`config.mk`:
```
export PLATFORM = sky130hd
export DESIGN_NAME = l1d_evict_wb_ctrl_flat
export DESIGN_NICKNAME = d
export VERILOG_FILES = /design/src/rtl/l1d_evict_wb_ctrl_if.sv /design/src/rtl/l1d_evict_wb_ctrl.sv /design/src/flat_wrapper.sv
export SDC_FILE = /design/constraint.sdc
export NUM_CORES = 1
export LEC_CHECK = 0
export ABC_AREA = 1
export ABC_CLOCK_PERIOD_IN_PS = 2080
export BUFFER_PORTS_ARGS = -buffer_cell sky130_fd_sc_hd__buf_2
export CAP_MARGIN = 40
export CORE_AREA = 10 10 272 274
export DETAILED_ROUTE_END_ITERATION = 7
export DIE_AREA = 0 0 282 284
export GPL_TIMING_DRIVEN = 0
export PLACE_DENSITY_LB_ADDON = 0.1
export SYNTH_ARGS = -nofsm -noshare
export SYNTH_HDL_FRONTEND = slang
export SYNTH_SLANG_ARGS = --single-unit
```
`constraint.sdc`:
```
create_clock -name clk -period 2.08 [get_ports clk]
set_clock_uncertainty 0.15 [all_clocks]
set_input_delay 0.208 -clock clk [delete_from_list [all_inputs] [get_ports clk]]
set_output_delay 0.208 -clock clk [all_outputs]
set_load 0.02 [all_outputs]
```
`src/rtl/l1d_evict_wb_ctrl_if.sv`:
```
// rtl/l1d_evict_wb_ctrl_if.sv - evict request, data RAM, write-back and done signal bundle
interface l1d_evict_wb_ctrl_if #(
  parameter int ID_W   = 4,
  parameter int TAG_W  = 20,
  parameter int IDX_W  = 6,
  parameter int WAY_W  = 2,
  parameter int LINE_W = 512,
  parameter int BEAT_W = 128
);
  localparam int ADDR_W = TAG_W + IDX_W + $clog2(LINE_W / 8);

  logic              in_vld;
  logic              in_rdy;
  logic [TAG_W-1:0]  in_tag;
  logic [IDX_W-1:0]  in_index;
  logic [WAY_W-1:0]  in_way;
  logic [ID_W-1:0]   in_mshr_id;

  logic              ram_rd_vld;
  logic              ram_rd_rdy;
  logic [IDX_W-1:0]  ram_rd_index;
  logic [WAY_W-1:0]  ram_rd_way;
  logic              ram_rsp_vld;
  logic [LINE_W-1:0] ram_rsp_data;

  logic              wb_vld;
  logic              wb_rdy;
  logic [ADDR_W-1:0] wb_addr;
  logic [BEAT_W-1:0] wb_data;
  logic              wb_last;

  logic              done_vld;
  logic [ID_W-1:0]   done_id;

  modport master (
    input  in_vld, in_tag, in_index, in_way, in_mshr_id,
    input  ram_rd_rdy, ram_rsp_vld, ram_rsp_data, wb_rdy,
    output in_rdy, ram_rd_vld, ram_rd_index, ram_rd_way,
    output wb_vld, wb_addr, wb_data, wb_last, done_vld, done_id
  );

  modport slave (
    output in_vld, in_tag, in_index, in_way, in_mshr_id,
    output ram_rd_rdy, ram_rsp_vld, ram_rsp_data, wb_rdy,
    input  in_rdy, ram_rd_vld, ram_rd_index, ram_rd_way,
    input  wb_vld, wb_addr, wb_data, wb_last, done_vld, done_id
  );
endinterface

```
`src/rtl/l1d_evict_wb_ctrl.sv`:
```
// rtl/l1d_evict_wb_ctrl.sv - L1D eviction controller: read victim line, stream write-back beats, notify MSHR
// One eviction in flight; note rst_n is active-high here.
module l1d_evict_wb_ctrl #(
  parameter int ID_W   = 4,
  parameter int TAG_W  = 20,
  parameter int IDX_W  = 6,
  parameter int WAY_W  = 2,
  parameter int LINE_W = 512,
  parameter int BEAT_W = 128
) (
  input  logic                 clk,
  input  logic                 rst_n,
  l1d_evict_wb_ctrl_if.master  bus
);
  localparam int BEATS      = LINE_W / BEAT_W;
  localparam int OFS_W      = $clog2(LINE_W / 8);
  localparam int ADDR_W     = TAG_W + IDX_W + OFS_W;
  localparam int CNT_W      = (BEATS > 1) ? $clog2(BEATS) : 1;
  localparam int BEAT_BYTES = BEAT_W / 8;

  typedef enum logic [2:0] {
    IDLE,
    RD_REQ,
    RD_WAIT,
    SEND,
    DONE
  } state_t;

  state_t state, state_nxt;

  logic [TAG_W-1:0]  tag_q;
  logic [IDX_W-1:0]  index_q;
  logic [WAY_W-1:0]  way_q;
  logic [ID_W-1:0]   id_q;
  logic [LINE_W-1:0] line_buf;
  logic [CNT_W-1:0]  cnt;
  logic              last_beat;

  assign last_beat = (cnt == CNT_W'(BEATS - 1));

  always_ff @(posedge clk) begin
    if (rst_n) begin
      state <= IDLE;
    end else begin
      state <= state_nxt;
    end
  end

  always_comb begin
    state_nxt       = state;
    bus.in_rdy      = 1'b0;
    bus.ram_rd_vld  = 1'b0;
    bus.wb_vld      = 1'b0;
    bus.wb_last     = 1'b0;
    bus.done_vld    = 1'b0;
    case (state)
      IDLE: begin
        // Ready depends on state only; held low while reset is asserted.
        bus.in_rdy = !rst_n;
        if (bus.in_vld) state_nxt = RD_REQ;
      end
      RD_REQ: begin
        bus.ram_rd_vld = 1'b1;
        if (bus.ram_rd_rdy) state_nxt = RD_WAIT;
      end
      RD_WAIT: begin
        if (bus.ram_rsp_vld) state_nxt = SEND;
      end
      SEND: begin
        bus.wb_vld  = 1'b1;
        bus.wb_last = last_beat;
        if (bus.wb_rdy && last_beat) state_nxt = DONE;
      end
      DONE: begin
        bus.done_vld = 1'b1;
        state_nxt    = IDLE;
      end
      default: state_nxt = IDLE;
    endcase
  end

  always_ff @(posedge clk) begin
    if (rst_n) begin
      tag_q    <= '0;
      index_q  <= '0;
      way_q    <= '0;
      id_q     <= '0;
      line_buf <= '0;
      cnt      <= '0;
    end else begin
      if (state == IDLE && bus.in_vld) begin
        tag_q   <= bus.in_tag;
        index_q <= bus.in_index;
        way_q   <= bus.in_way;
        id_q    <= bus.in_mshr_id;
      end
      // Counter holds on the final beat so it never wraps inside a line.
      if (state == RD_WAIT && bus.ram_rsp_vld) begin
        line_buf <= bus.ram_rsp_data;
        cnt      <= '0;
      end else if (state == SEND && bus.wb_rdy && !last_beat) begin
        cnt <= cnt + CNT_W'(1);
      end
    end
  end

  assign bus.ram_rd_index = index_q;
  assign bus.ram_rd_way   = way_q;
  assign bus.wb_addr      = {tag_q, index_q, {OFS_W{1'b0}}} + ADDR_W'(cnt) * ADDR_W'(BEAT_BYTES);
  assign bus.wb_data      = line_buf[int'(cnt) * BEAT_W +: BEAT_W];
  assign bus.done_id      = id_q;
endmodule

```
`src/flat_wrapper.sv`:
```
// flat-port wrapper written by rule: the top's interface ports become plain ports
module l1d_evict_wb_ctrl_flat 
#(
  parameter int ID_W   = 4,
  parameter int TAG_W  = 20,
  parameter int IDX_W  = 6,
  parameter int WAY_W  = 2,
  parameter int LINE_W = 512,
  parameter int BEAT_W = 128
)
  (clk, rst_n, bus_in_vld, bus_in_tag, bus_in_index, bus_in_way, bus_in_mshr_id, bus_ram_rd_rdy, bus_ram_rsp_vld, bus_ram_rsp_data, bus_wb_rdy, bus_in_rdy, bus_ram_rd_vld, bus_ram_rd_index, bus_ram_rd_way, bus_wb_vld, bus_wb_addr, bus_wb_data, bus_wb_last, bus_done_vld, bus_done_id);
  l1d_evict_wb_ctrl_if #(.ID_W(ID_W), .TAG_W(TAG_W), .IDX_W(IDX_W), .WAY_W(WAY_W), .LINE_W(LINE_W), .BEAT_W(BEAT_W)) bus_i ();
  input  logic clk;
  input  logic rst_n;
  input wire logic [$bits(bus_i.in_vld)-1:0] bus_in_vld;
  input wire logic [$bits(bus_i.in_tag)-1:0] bus_in_tag;
  input wire logic [$bits(bus_i.in_index)-1:0] bus_in_index;
  input wire logic [$bits(bus_i.in_way)-1:0] bus_in_way;
  input wire logic [$bits(bus_i.in_mshr_id)-1:0] bus_in_mshr_id;
  input wire logic [$bits(bus_i.ram_rd_rdy)-1:0] bus_ram_rd_rdy;
  input wire logic [$bits(bus_i.ram_rsp_vld)-1:0] bus_ram_rsp_vld;
  input wire logic [$bits(bus_i.ram_rsp_data)-1:0] bus_ram_rsp_data;
  input wire logic [$bits(bus_i.wb_rdy)-1:0] bus_wb_rdy;
  output wire logic [$bits(bus_i.in_rdy)-1:0] bus_in_rdy;
  output wire logic [$bits(bus_i.ram_rd_vld)-1:0] bus_ram_rd_vld;
  output wire logic [$bits(bus_i.ram_rd_index)-1:0] bus_ram_rd_index;
  output wire logic [$bits(bus_i.ram_rd_way)-1:0] bus_ram_rd_way;
  output wire logic [$bits(bus_i.wb_vld)-1:0] bus_wb_vld;
  output wire logic [$bits(bus_i.wb_addr)-1:0] bus_wb_addr;
  output wire logic [$bits(bus_i.wb_data)-1:0] bus_wb_data;
  output wire logic [$bits(bus_i.wb_last)-1:0] bus_wb_last;
  output wire logic [$bits(bus_i.done_vld)-1:0] bus_done_vld;
  output wire logic [$bits(bus_i.done_id)-1:0] bus_done_id;
  assign bus_i.in_vld = bus_in_vld;
  assign bus_i.in_tag = bus_in_tag;
  assign bus_i.in_index = bus_in_index;
  assign bus_i.in_way = bus_in_way;
  assign bus_i.in_mshr_id = bus_in_mshr_id;
  assign bus_i.ram_rd_rdy = bus_ram_rd_rdy;
  assign bus_i.ram_rsp_vld = bus_ram_rsp_vld;
  assign bus_i.ram_rsp_data = bus_ram_rsp_data;
  assign bus_i.wb_rdy = bus_wb_rdy;
  assign bus_in_rdy = bus_i.in_rdy;
  assign bus_ram_rd_vld = bus_i.ram_rd_vld;
  assign bus_ram_rd_index = bus_i.ram_rd_index;
  assign bus_ram_rd_way = bus_i.ram_rd_way;
  assign bus_wb_vld = bus_i.wb_vld;
  assign bus_wb_addr = bus_i.wb_addr;
  assign bus_wb_data = bus_i.wb_data;
  assign bus_wb_last = bus_i.wb_last;
  assign bus_done_vld = bus_i.done_vld;
  assign bus_done_id = bus_i.done_id;
  l1d_evict_wb_ctrl #(.ID_W(ID_W), .TAG_W(TAG_W), .IDX_W(IDX_W), .WAY_W(WAY_W), .LINE_W(LINE_W), .BEAT_W(BEAT_W)) u_core (.clk(clk), .rst_n(rst_n), .bus(bus_i));
endmodule
```
==> flow_summary.yaml <==
placed_design:
  post-place-ws_ns: -0.9558
  gp_congestion: 0.8902
  placed_area_mm2: 0.02837
  io_buffers: 722
  dp_hpwl_um: 96500
timing:
  fmax_mhz: 396.2
  fin_crit_sh: 1.213
  slew_violations: 0
  grt_setup_unrepaired: "yes"
  fin_crit_ns: 2.524
  setup_viol: 135
  worstMarginPinSlew_ns: 0.8723
  hold_viol: 0
  finalWorstSetupSlack_ns: -0.4439
  relSlewSlack: 0.4185
  whs_ns: 0.2146
run_status:
  status: "finished, violations left"
  violations: "setup timing"
hold_path:
  hold_depth: 5
  min_to: "u_core.tag_q[11]"
  min_path_type: "in -> reg"
  hp-start: "rst_n"
die:
  std_cell_rows: 96
  io_pins: 727
  design.core.area_mm2: 0.06835
  dieWidth_um: 282
  dieHeight_um: 284
  dieArea_mm2: 0.08009
  initial_utilization: 0.3399
routing:
  wl_um: 132400
  via_per_inst: 5.078
  wl_per_cell_um: 24.19
  antenna_left: 0
  drc: 0
  drt_iter0_drc: 1903
  dr.pass1.iters: 7
  dr_total_vias: 27790
critical_path:
  crit_required_ns: 1.72
  reg2reg_from: "u_core.state[2]"
  regToRegSetupSlack_ns: -0.04
  worstPathMaxFanout: 7
  timing.rr.end: "u_core.line_buf[472]"
  cp.arrival_ns: 2.17
  endpoint_kind: "output port"
  reg2regPathDepth: 6
  crit_start: "u_core.cnt[1]"
  cp-start-kind: "register"
  worstSetupPathType: "reg -> out"
logic_synthesis:
  netlist_area_mm2: 0.02323
  synth-seq-cells: 549
  ys_seq_area_frac: 0.4731
  post_synth_num_cell_types: 22
  synth_common_cells: "929 x a21oi_1, 673 x o21ai_0, 554 x inv_1"
  synth.top_cell.area_share: 0.4731
  synth_ff_type: "dfxtp_1"
  syn_avg_cell_area_um2: 7.386
  netlist_top_cells_area: "dfxtp_1 47%, a21oi_1 20%, o21ai_0 14%"
  yosysMostFrequentCell: "a21oi_1"
  synth_top_area_cell: "dfxtp_1"
  yosys_warnings: 0
  synth_enable_flop_cells: 0
  synthCells: 3145
  async_flop_share: 0
grt:
  grt_overflow: 0
  grt_use_total: 0.3123
  antenna_found_initial: 17
  grt_max_degree: 15
  grt_pass1_vias: 27490
  grt_pass1_wl_um: 185100
cts:
  clock_latency_ns: 0.62
  cts_tree: "done"
  cts-buffers-inserted: 61
  clkSinkCount: 549
  root_buffer: "clkbuf_16"
  htree_levels: 2
  clockBufferDepth: 3
  path_clk_slew_ns: 0.06
pwr:
  max-vdd-ir-drop_mv: 0.8147
  pwr_density_cell_mw_per_mm2: 1015
  p_leak_nw: 15.66
finish:
  multi_input_area_mm2: 0.009429
  regArea_mm2: 0.01100
  area_growth_pct: 64.54
  nFillCells: 6525
  drive_gt1_frac: 0.2622
  fin_area_mm2: 0.03822
  final_nets: 5083
flow_run:
  maxCapViolations: 0
## how the worst max path moves through the flow
stage | end | cells after the start
6_report | bus_wb_data[64] | 9
2_1_floorplan | bus_wb_data[75] | 6
3_5_place_dp | bus_wb_data[62] | 6
5_1_grt | bus_wb_data[118] | 7
3_3_place_gp | bus_wb_data[62] | 5
4_1_cts | bus_wb_data[81] | 7
## registers in the layout, summed over array words and instances (netlist names)
signal,flops
u_core.bus.done_id,4
u_core.bus.ram_rd_index,6
u_core.bus.ram_rd_way,2
u_core.cnt,2
u_core.line_buf,512
u_core.state,3
u_core.tag_q,20
## where the power goes
part	total [mW]	leakage [nW]	internal (mW)	switching, mW
clock network	10.5	0.928	5.93	4.57
registers	13.7	4.47	12.7	1.02
logic	14.6	10.3	5.69	8.91
## metrics by stage
stage          TNS (ns)  instances  power [mW]  utilization
4_1_cts          -54.50       5449       37.69       0.5406
2_1_floorplan         0       3148       20.48            -
6_report         -44.62       5472       38.79       0.5593
3_3_place_gp    -300.29       4752       25.36       0.4091
5_1_grt          -52.12       5472       40.50       0.5593
3_5_place_dp     -88.13       4783       25.61       0.4150
## cell usage in the layout (no fill, tap or decap), types with 10 or more instances in the layout
cell type / Yosys / final
buf_2: 35 / 602
o21ai_2: 0 / 38
nand2_2: 0 / 12
buf_12: 0 / 31
clkbuf_16: 0 / 70
nor2_1: 11 / 10
o21ai_1: 0 / 67
diode_2: 0 / 13
buf_6: 45 / 104
dlygate4sd3_1: 0 / 553
o21ai_0: 673 / 562
clkbuf_1: 179 / 125
clkbuf_8: 0 / 23
clkbuf_2: 0 / 28
buf_8: 0 / 26
a21oi_2: 0 / 102
dfxtp_1: 549 / 547
buf_4: 15 / 114
clkbuf_4: 0 / 11
inv_1: 554 / 553
a21oi_1: 929 / 820
nand2_1: 141 / 126
## logic make-up after synthesis
group / after synthesis / share of synthesized area
adders and majority gates: 1 / 0.0005385
other: 1 / 0.0001614
and+or+nand+nor: 160 / 0.02742
DFF: 549 / 0.4731
AOI/OAI and AO/OA: 1604 / 0.3458
buffers and inverters: 830 / 0.1530
## layer usage
| metal | track usage | wire length, µm | up-vias |
|---|---|---|---|
| met4 | 0.1159 | 5431 | 0 |
| met2 | 0.5383 | 64110 | 1159 |
| met3 | 0.05639 | 8926 | 280 |
| li1 | - | - | 13160 |
| met5 | 0 | 0 | - |
| met1 | 0.3801 | 53910 | 13180 |
## repair_timing
action                                  4_1_cts  5_1_grt
setup buffers                                 4        3
hold buffers                                553        0
endpoints found under the setup margin      150      223
pin swaps                                     3        9
cloned                                        1        7
resized for setup                           381      441
hold endpoints to repair                    549        0
## final cells by class
cell class | instances | share of cell area
flip-flops and latches | 549 | 0.2877
repair buffers | 1321 | 0.2713
multi-input cells | 1769 | 0.2467
plain buffers | 274 | 0.06059
inverters | 556 | 0.05493
clock buffers | 99 | 0.04786
well taps | 882 | 0.02887
clock inverters | 9 | 0.001178
diodes | 13 | 0.0008511
## worst max-delay path, stage by stage (launching register included)
cell	delay, ns
dfxtp_4	0.40
inv_6	0.06
buf_8	0.13
buf_12	0.14
clkbuf_16	0.15
buf_12	0.15
o21ai_2	0.06
a21oi_2	0.06
a21oi_2	0.21
buf_6	0.16
Note: power is estimated with default switching activity, not from simulation.
